==> config.mk <==
export PLATFORM = sky130hd
export DESIGN_NAME = irrigation_scheduler_flat
export DESIGN_NICKNAME = d
export VERILOG_FILES = /design/src/rtl/irrigation_scheduler_if.sv /design/src/rtl/irrigation_scheduler.sv /design/src/flat_wrapper.sv
export SDC_FILE = /design/constraint.sdc
export NUM_CORES = 1
export LEC_CHECK = 0
export ABC_AREA = 1
export BUFFER_PORTS_ARGS = -buffer_cell sky130_fd_sc_hd__buf_2
export CORE_MARGIN = 8
export CORE_UTILIZATION = 59
export DETAILED_ROUTE_END_ITERATION = 10
export PLACE_DENSITY = 0.94
export SLEW_MARGIN = 25
export SYNTH_ARGS = -nofsm -noshare
export SYNTH_HDL_FRONTEND = slang
export SYNTH_SLANG_ARGS = --single-unit
==> constraint.sdc <==
create_clock -name i_clk -period 3.8 [get_ports i_clk]
set_clock_uncertainty 0.2 [all_clocks]
set_input_delay 0.19 -clock i_clk [delete_from_list [all_inputs] [get_ports i_clk]]
set_output_delay 0.19 -clock i_clk [all_outputs]
set_load 0.005 [all_outputs]
==> src/rtl/irrigation_scheduler_if.sv <==
// irrigation_scheduler_if: requester/tank inputs and valve/status outputs of the irrigation scheduler.
interface irrigation_scheduler_if;
    logic       tick;
    logic       req_asp;
    logic       req_got;
    logic       req_adb;
    logic [2:0] level;
    logic       valve_open;
    logic [1:0] grant;
    logic       fert_on;
    logic       erro;
    logic [2:0] state;
    modport master (output tick, req_asp, req_got, req_adb, level,
                    input  valve_open, grant, fert_on, erro, state);
    modport slave  (input  tick, req_asp, req_got, req_adb, level,
                    output valve_open, grant, fert_on, erro, state);
endinterface

==> src/rtl/irrigation_scheduler.sv <==
// irrigation_scheduler: round-robin valve time-slot scheduler for sprinkler, drip and fertilizer line cleaning.
module irrigation_scheduler #(
    parameter int ASP_SLOT    = 20,
    parameter int GOT_SLOT    = 40,
    parameter int CLEAN_SLOT  = 10,
    parameter int GUARD_TICKS = 2,
    parameter int TIMER_W     = 8
) (
    input  logic                  i_clk,
    input  logic                  i_rst_n,
    irrigation_scheduler_if.slave if_bus
);
    typedef enum logic [2:0] {
        S_IDLE  = 3'd0,
        S_ASP   = 3'd1,
        S_GOT   = 3'd2,
        S_CLEAN = 3'd3,
        S_GUARD = 3'd4,
        S_FAULT = 3'd5
    } state_t;

    localparam logic [TIMER_W-1:0] ASP_END   = TIMER_W'(ASP_SLOT - 1);
    localparam logic [TIMER_W-1:0] GOT_END   = TIMER_W'(GOT_SLOT - 1);
    localparam logic [TIMER_W-1:0] CLEAN_END = TIMER_W'(CLEAN_SLOT - 1);
    localparam logic [TIMER_W-1:0] GUARD_END = TIMER_W'(GUARD_TICKS - 1);

    state_t             r_state;
    state_t             w_nxt;
    logic [TIMER_W-1:0] r_timer;
    logic               r_last_got;
    logic               r_adb;
    logic               r_clean;
    logic               w_last_got;
    logic               w_adb;
    logic               w_clean;
    logic               w_asp_ok;
    logic               w_timed;
    logic               w_valve;

    assign w_asp_ok = if_bus.req_asp & if_bus.level[1];
    assign w_timed  = r_state inside {S_ASP, S_GOT, S_CLEAN, S_GUARD};
    assign w_valve  = w_nxt inside {S_ASP, S_GOT, S_CLEAN};
    assign if_bus.state = r_state;

    always_comb begin
        w_nxt      = r_state;
        w_last_got = r_last_got;
        w_clean    = r_clean;
        w_adb      = r_adb | if_bus.req_adb;
        if (if_bus.level == 3'b000)
            w_nxt = S_FAULT;
        else
            case (r_state)
                S_IDLE: w_nxt = r_clean ? S_CLEAN :
                                (w_asp_ok & if_bus.req_got) ? (r_last_got ? S_ASP : S_GOT) :
                                w_asp_ok ? S_ASP : if_bus.req_got ? S_GOT : S_IDLE;
                S_ASP: begin
                    // A normal end consumes the fertilizer request, including one arriving this clock
                    if (if_bus.tick && r_timer == ASP_END) begin
                        w_nxt      = S_GUARD;
                        w_last_got = 1'b0;
                        w_adb      = 1'b0;
                        w_clean    = r_clean | r_adb;
                    end else if (!if_bus.req_asp) begin
                        w_nxt      = S_GUARD;
                        w_last_got = 1'b0;
                    end
                end
                S_GOT: if ((if_bus.tick && r_timer == GOT_END) || !if_bus.req_got) begin
                    w_nxt      = S_GUARD;
                    w_last_got = 1'b1;
                end
                S_CLEAN: if (if_bus.tick && r_timer == CLEAN_END) begin
                    w_nxt   = S_GUARD;
                    w_clean = 1'b0;
                end
                S_GUARD: w_nxt = (if_bus.tick && r_timer == GUARD_END) ? S_IDLE : S_GUARD;
                S_FAULT: w_nxt = if_bus.level[1] ? S_GUARD : S_FAULT;
                default: w_nxt = S_IDLE;
            endcase
    end

    always_ff @(posedge i_clk or negedge i_rst_n) begin
        if (!i_rst_n) begin
            r_state           <= S_IDLE;
            r_timer           <= '0;
            r_last_got        <= 1'b1;
            r_adb             <= 1'b0;
            r_clean           <= 1'b0;
            if_bus.valve_open <= 1'b0;
            if_bus.grant      <= 2'b00;
            if_bus.fert_on    <= 1'b0;
            if_bus.erro       <= 1'b0;
        end else begin
            r_state           <= w_nxt;
            r_timer           <= (w_nxt != r_state) ? '0 : (if_bus.tick && w_timed) ? r_timer + 1'b1 : r_timer;
            r_last_got        <= w_last_got;
            r_adb             <= w_adb;
            r_clean           <= w_clean;
            if_bus.valve_open <= w_valve;
            // Slot state codes coincide with their grant encoding
            if_bus.grant      <= w_valve ? w_nxt[1:0] : 2'b00;
            if_bus.fert_on    <= (w_nxt == S_ASP) && w_adb;
            if_bus.erro       <= (w_nxt == S_FAULT);
        end
    end
endmodule

==> src/flat_wrapper.sv <==
// flat-port wrapper written by rule: the top's interface ports become plain ports
module irrigation_scheduler_flat 
#(
    parameter int ASP_SLOT    = 20,
    parameter int GOT_SLOT    = 40,
    parameter int CLEAN_SLOT  = 10,
    parameter int GUARD_TICKS = 2,
    parameter int TIMER_W     = 8
)
  (i_clk, i_rst_n, if_bus_tick, if_bus_req_asp, if_bus_req_got, if_bus_req_adb, if_bus_level, if_bus_valve_open, if_bus_grant, if_bus_fert_on, if_bus_erro, if_bus_state);
  irrigation_scheduler_if if_bus_i ();
  input  logic i_clk;
  input  logic i_rst_n;
  input wire logic [$bits(if_bus_i.tick)-1:0] if_bus_tick;
  input wire logic [$bits(if_bus_i.req_asp)-1:0] if_bus_req_asp;
  input wire logic [$bits(if_bus_i.req_got)-1:0] if_bus_req_got;
  input wire logic [$bits(if_bus_i.req_adb)-1:0] if_bus_req_adb;
  input wire logic [$bits(if_bus_i.level)-1:0] if_bus_level;
  output wire logic [$bits(if_bus_i.valve_open)-1:0] if_bus_valve_open;
  output wire logic [$bits(if_bus_i.grant)-1:0] if_bus_grant;
  output wire logic [$bits(if_bus_i.fert_on)-1:0] if_bus_fert_on;
  output wire logic [$bits(if_bus_i.erro)-1:0] if_bus_erro;
  output wire logic [$bits(if_bus_i.state)-1:0] if_bus_state;
  assign if_bus_i.tick = if_bus_tick;
  assign if_bus_i.req_asp = if_bus_req_asp;
  assign if_bus_i.req_got = if_bus_req_got;
  assign if_bus_i.req_adb = if_bus_req_adb;
  assign if_bus_i.level = if_bus_level;
  assign if_bus_valve_open = if_bus_i.valve_open;
  assign if_bus_grant = if_bus_i.grant;
  assign if_bus_fert_on = if_bus_i.fert_on;
  assign if_bus_erro = if_bus_i.erro;
  assign if_bus_state = if_bus_i.state;
  irrigation_scheduler #(.ASP_SLOT(ASP_SLOT), .GOT_SLOT(GOT_SLOT), .CLEAN_SLOT(CLEAN_SLOT), .GUARD_TICKS(GUARD_TICKS), .TIMER_W(TIMER_W)) u_core (.i_clk(i_clk), .i_rst_n(i_rst_n), .if_bus(if_bus_i));
endmodule
==> out/qor_table.md <==
| Step | Result | Value |
| --- | --- | --- |
| worst hold path | Path class of the lowest-slack min-delay path | input port to flip-flop |
| placed design | Standard cell area after detailed placement | 1250 um2 |
| layout | Net total in the final layout | 194 |
| power and ir drop | Leak | 0.000699 uW |
| route | Remaining routing DRC violations | 0 |
| critical path | Logic depth of the worst register-to-register path | 11 |
| critical path | Register-to-register setup slack | 1.76 ns |
| clock tree | Clock Tree Root | clkbuf_4 |
| placed design | Routability congestion estimate | 1.02 |
| power and ir drop | Net Switching | 306 uW |
| die | Starting Density | 60.3% |
| layout | Area delta synth->final | 13.2% |
| power and ir drop | Net switching share of the total power | 43.6% |
| synthesis | Top cell type by total area after synthesis | dfrtp_1 |
| clock tree | Number of levels the H-tree was split into | 1 |
| power and ir drop | Comb power frac | 44.6% |
| layout | Diodes inserted | 0 |
| sta | Setup slack of the critical path after layout | 1.76 ns |
| route | Wirelength per Cell | 12.7 um |
| critical path | CP max FO | 8 |
| sta | Share of the cycle needed by the critical path after routing | 53.7% |
| synthesis | Synth Cell Area | 1130 um2 |
| critical path | Series of cell instances along the critical path | ha_1 -> nand2_1 -> nor2_1 -> nand2_1 -> nand3_1 -> nand3_1 -> nand2_2 -> nand2_1 -> nand2_2 -> nand3_4 -> nor2_1 |
| route | Iteration-0 DRC count of the detailed router | 56 |
| critical path | Req. time, crit path | 3.83 ns |
| sta | Pin slew with the least headroom to its limit | 0.409 ns |
| critical path | WP data arrival | 2.07 ns |
| critical path | Launching instance or port of the critical path | u_core.r_timer[0] |
| power and ir drop | Sequential fraction of design power | 40.8% |
| clock tree | Clock Latency Late Sink | 0.30 ns |
| route | Vias per cell | 5.25 |
| global routing | Wire length of the first global-routing pass | 4580 um |
| clock tree | Hold-fix buffers, CTS | 1 |
| global routing | Total global routing overflow | 0 |
| synthesis | Area fraction of the dominant cell type after synthesis | 39.7% |
| clock tree | Buffers inserted by post-CTS timing repair | 0 |
| worst hold path | Hold wc startpoint | if_bus_req_adb |
| global routing | Pin count of the biggest net entering global routing | 20 |
| die | Total number of placement rows | 16 |
| synthesis | List of most frequent post-synthesis cells | nand2_1, inv_1, nor2_1 |
| synthesis | Area contributors post-synth | dfrtp_1, nand2_1, inv_1, nor2_1, nand3_1 |
| run status | Status | finished, final reports clean |
| critical path | Max incr delay on CP | 0.43 ns |
| route | Number of routed nets with antenna violations | 0 |
| power and ir drop | Total power | 702 uW |
| worst hold path | Worst hold path cell count | 3 |
| die | Total die area | 3580 um2 |
| global routing | Vias in the first global route | 1,075 |
| synthesis | Library cell with the highest instance count after synthesis | nand2_1 |
| clock tree | Post-CTS clock slew at the launch and capture registers of the worst setup and hold paths | 0.11 ns |
| clock tree | Number of clock sinks seen by CTS | 19 |
| synthesis | Mean instance size in the synthesized netlist | 7.05 um2 |
| clock tree | CTS tree | done |
| sta | Max-Slew Margin vs Limit | 72.7% |
| clock tree | Resized Gates After CTS | 0 |
| synthesis | Post-synth EDFFs | 0 |
| placed design | DP Wirelength | 2120 um |
| sta | Setup repair after global routing missed its margin | false |
| power and ir drop | Worst IR Drop VDD | 0.443 mV |
| global routing | Initial antenna violation count | 0 |
| power and ir drop | P per Cell Area | 546 nW/um2 |
| die | Boundary Pins | 17 |
| critical path | Critical path startpoint category | flip-flop |
| critical path | Category of the worst setup path capture point | flip-flop |
| sta | Fmax | 0.490 GHz |
| die | Vertical die dimension | 59.9 um |
| synthesis | Count of mapped cells out of synthesis | 161 |
| sta | Final setup TNS | 0 ns |
| run | Maximum Capacitance Violations | 0 |
| route | Total length of routed wires | 2660 um |
| layout | Non-filler instance count after layout | 209 |
| layout | Final standard cell area without fillers | 1280 um2 |
| layout | Fraction of layout instances using a drive strength above 1 | 16.5% |
| sta | Total count of hold-check failures in the final report | 0 |
| critical path | Most frequent cell on the critical path | nand2_1 |
| critical path | CP max-delay cell | dfrtp_1 |
| die | Horizontal die dimension | 59.9 um |
| worst hold path | Endpoint of the worst hold path | u_core.r_adb |
| critical path | Critical R2R Capture | u_core.r_timer[0] |
| route | Number of detailed-routing iterations run before antenna repair | 4 |
| critical path | R2R Path Start | u_core.r_timer[0] |
| synthesis | Yosys warning total | 0 |
| synthesis | Sequential fraction of the synthesis area | 42.0% |
| power and ir drop | Internal | 396 uW |
| placed design | Port bufs | 16 |
| sta | Max-slew violation total from the final report | 0 |
| sta | Finish-stage setup viols | 0 |
| clock tree | Clock buffer depth | 2 |
| route | Vias | 1,097 |
| sta | Post-route minimum period | 2.04 ns |
| synthesis | Nets in the synthesized netlist | 172 |
| synthesis | Async SR Flop Fraction | 100% |
| synthesis | Top FF cell, synth | dfrtp_1 |
| power and ir drop | Clock network power share | 14.6% |
| synthesis | Synth cell types | 20 |
| die | Area inside the core boundary | 1880 um2 |
| clock tree | Inserted Clock Buffers | 3 |
| placed design | Total placed cells including tap cells | 204 |
| synthesis | Number of synthesized register bits | 19 |
| critical path | Crit path kind | flip-flop to flip-flop |
| global routing | Global router's overall resource usage | 16.8% |
| placed design | Worst slack after detailed placement | 1.81 ns |
-- logic make-up (layout without fill, tap and decap cells) --
group | after synthesis | in the layout | share of synthesized area [%]
xor+xnor | 3 | 3 | 2.32
simple gates | 101 | 101 | 39.8
fa+ha+maj | 2 | 2 | 2.20
flops | 19 | 19 | 42.0
buf+inv | 24 | 45 | 7.94
compound gates | 12 | 12 | 5.73
-- worst max-delay path: cells and delay by family, from the launching register on --
kind                     cells  cell delay, ns
flip-flops                   1            0.43
AND/OR/NAND/NOR             10            1.10
adder cells (fa/ha/maj)      1            0.25
-- power by group through the flow --
stage	sequential [uW]	clock (uW)	combinational, uW
2_1_floorplan	284	0	213
3_3_place_gp	286	0	294
3_5_place_dp	288	0	310
4_1_cts	285	107	313
5_1_grt	291	111	357
6_report	287	102	313
-- metrics by stage --
stage,hold slack [ns],util [%]
finish,0.00967,68.3
global placement,-0.0700,66.4
floorplan,-0.306,-
CTS,0.00746,68.3
detailed placement,-0.0541,66.4
global route,0.0354,68.3
-- placed cells by master (no fill, tap or decap) --
master | Yosys | layout
a41oi_1 | 1 | 1
clkbuf_4 | 0 | 3
dfrtp_1 | 18 | 18
xor2_1 | 3 | 3
or2_0 | 1 | 1
nand2_2 | 4 | 4
nand3_1 | 11 | 11
nor2_1 | 24 | 24
buf_2 | 0 | 16
dfstp_2 | 1 | 1
a21oi_1 | 3 | 3
nand4_1 | 2 | 2
a31oi_1 | 1 | 1
clkbuf_1 | 0 | 1
ha_1 | 2 | 2
nand3_4 | 1 | 1
dlygate4sd3_1 | 0 | 1
o21ai_0 | 7 | 7
nor3_1 | 2 | 2
nand3_2 | 2 | 2
inv_1 | 24 | 24
nand2_1 | 51 | 51
nor2_4 | 1 | 1
nor2_2 | 2 | 2
-- worst max path at each step --
stage / end / slack (ns)
2_1_floorplan: u_core.r_timer[0] / 2.05
3_3_place_gp: u_core.r_timer[7] / 1.91
3_5_place_dp: u_core.r_timer[0] / 1.81
4_1_cts: u_core.r_timer[0] / 1.78
5_1_grt: u_core.r_timer[0] / 1.55
6_report: u_core.r_timer[0] / 1.76
-- registers in the layout, summed over array words and instances, names as in the netlist --
name and cells:
u_core.r_adb 1, u_core.if_bus.valve_open 1, u_core.r_last_got 1, u_core.if_bus.state 3
u_core.if_bus.grant 2, u_core.if_bus.erro 1, u_core.if_bus.fert_on 1, u_core.r_clean 1
u_core.r_timer 8
-- layout make-up --
cell class,instances,area (um2)
well taps,27,33.8
flip-flops and latches,19,477
inverters,24,90.1
fillers,180,597
repair buffers,17,90.1
clock buffers,4,26.3
multi-input cells,118,568
-- metal layers --
layer | part of all wire (%) | track usage [%]
met1 | 41 | 19.7
met2 | 49 | 28.2
met3 | 8.5 | 4.09
met4 | 2.0 | 7.14
met5 | 0 | 0
Power figures use the tool's default switching activity.
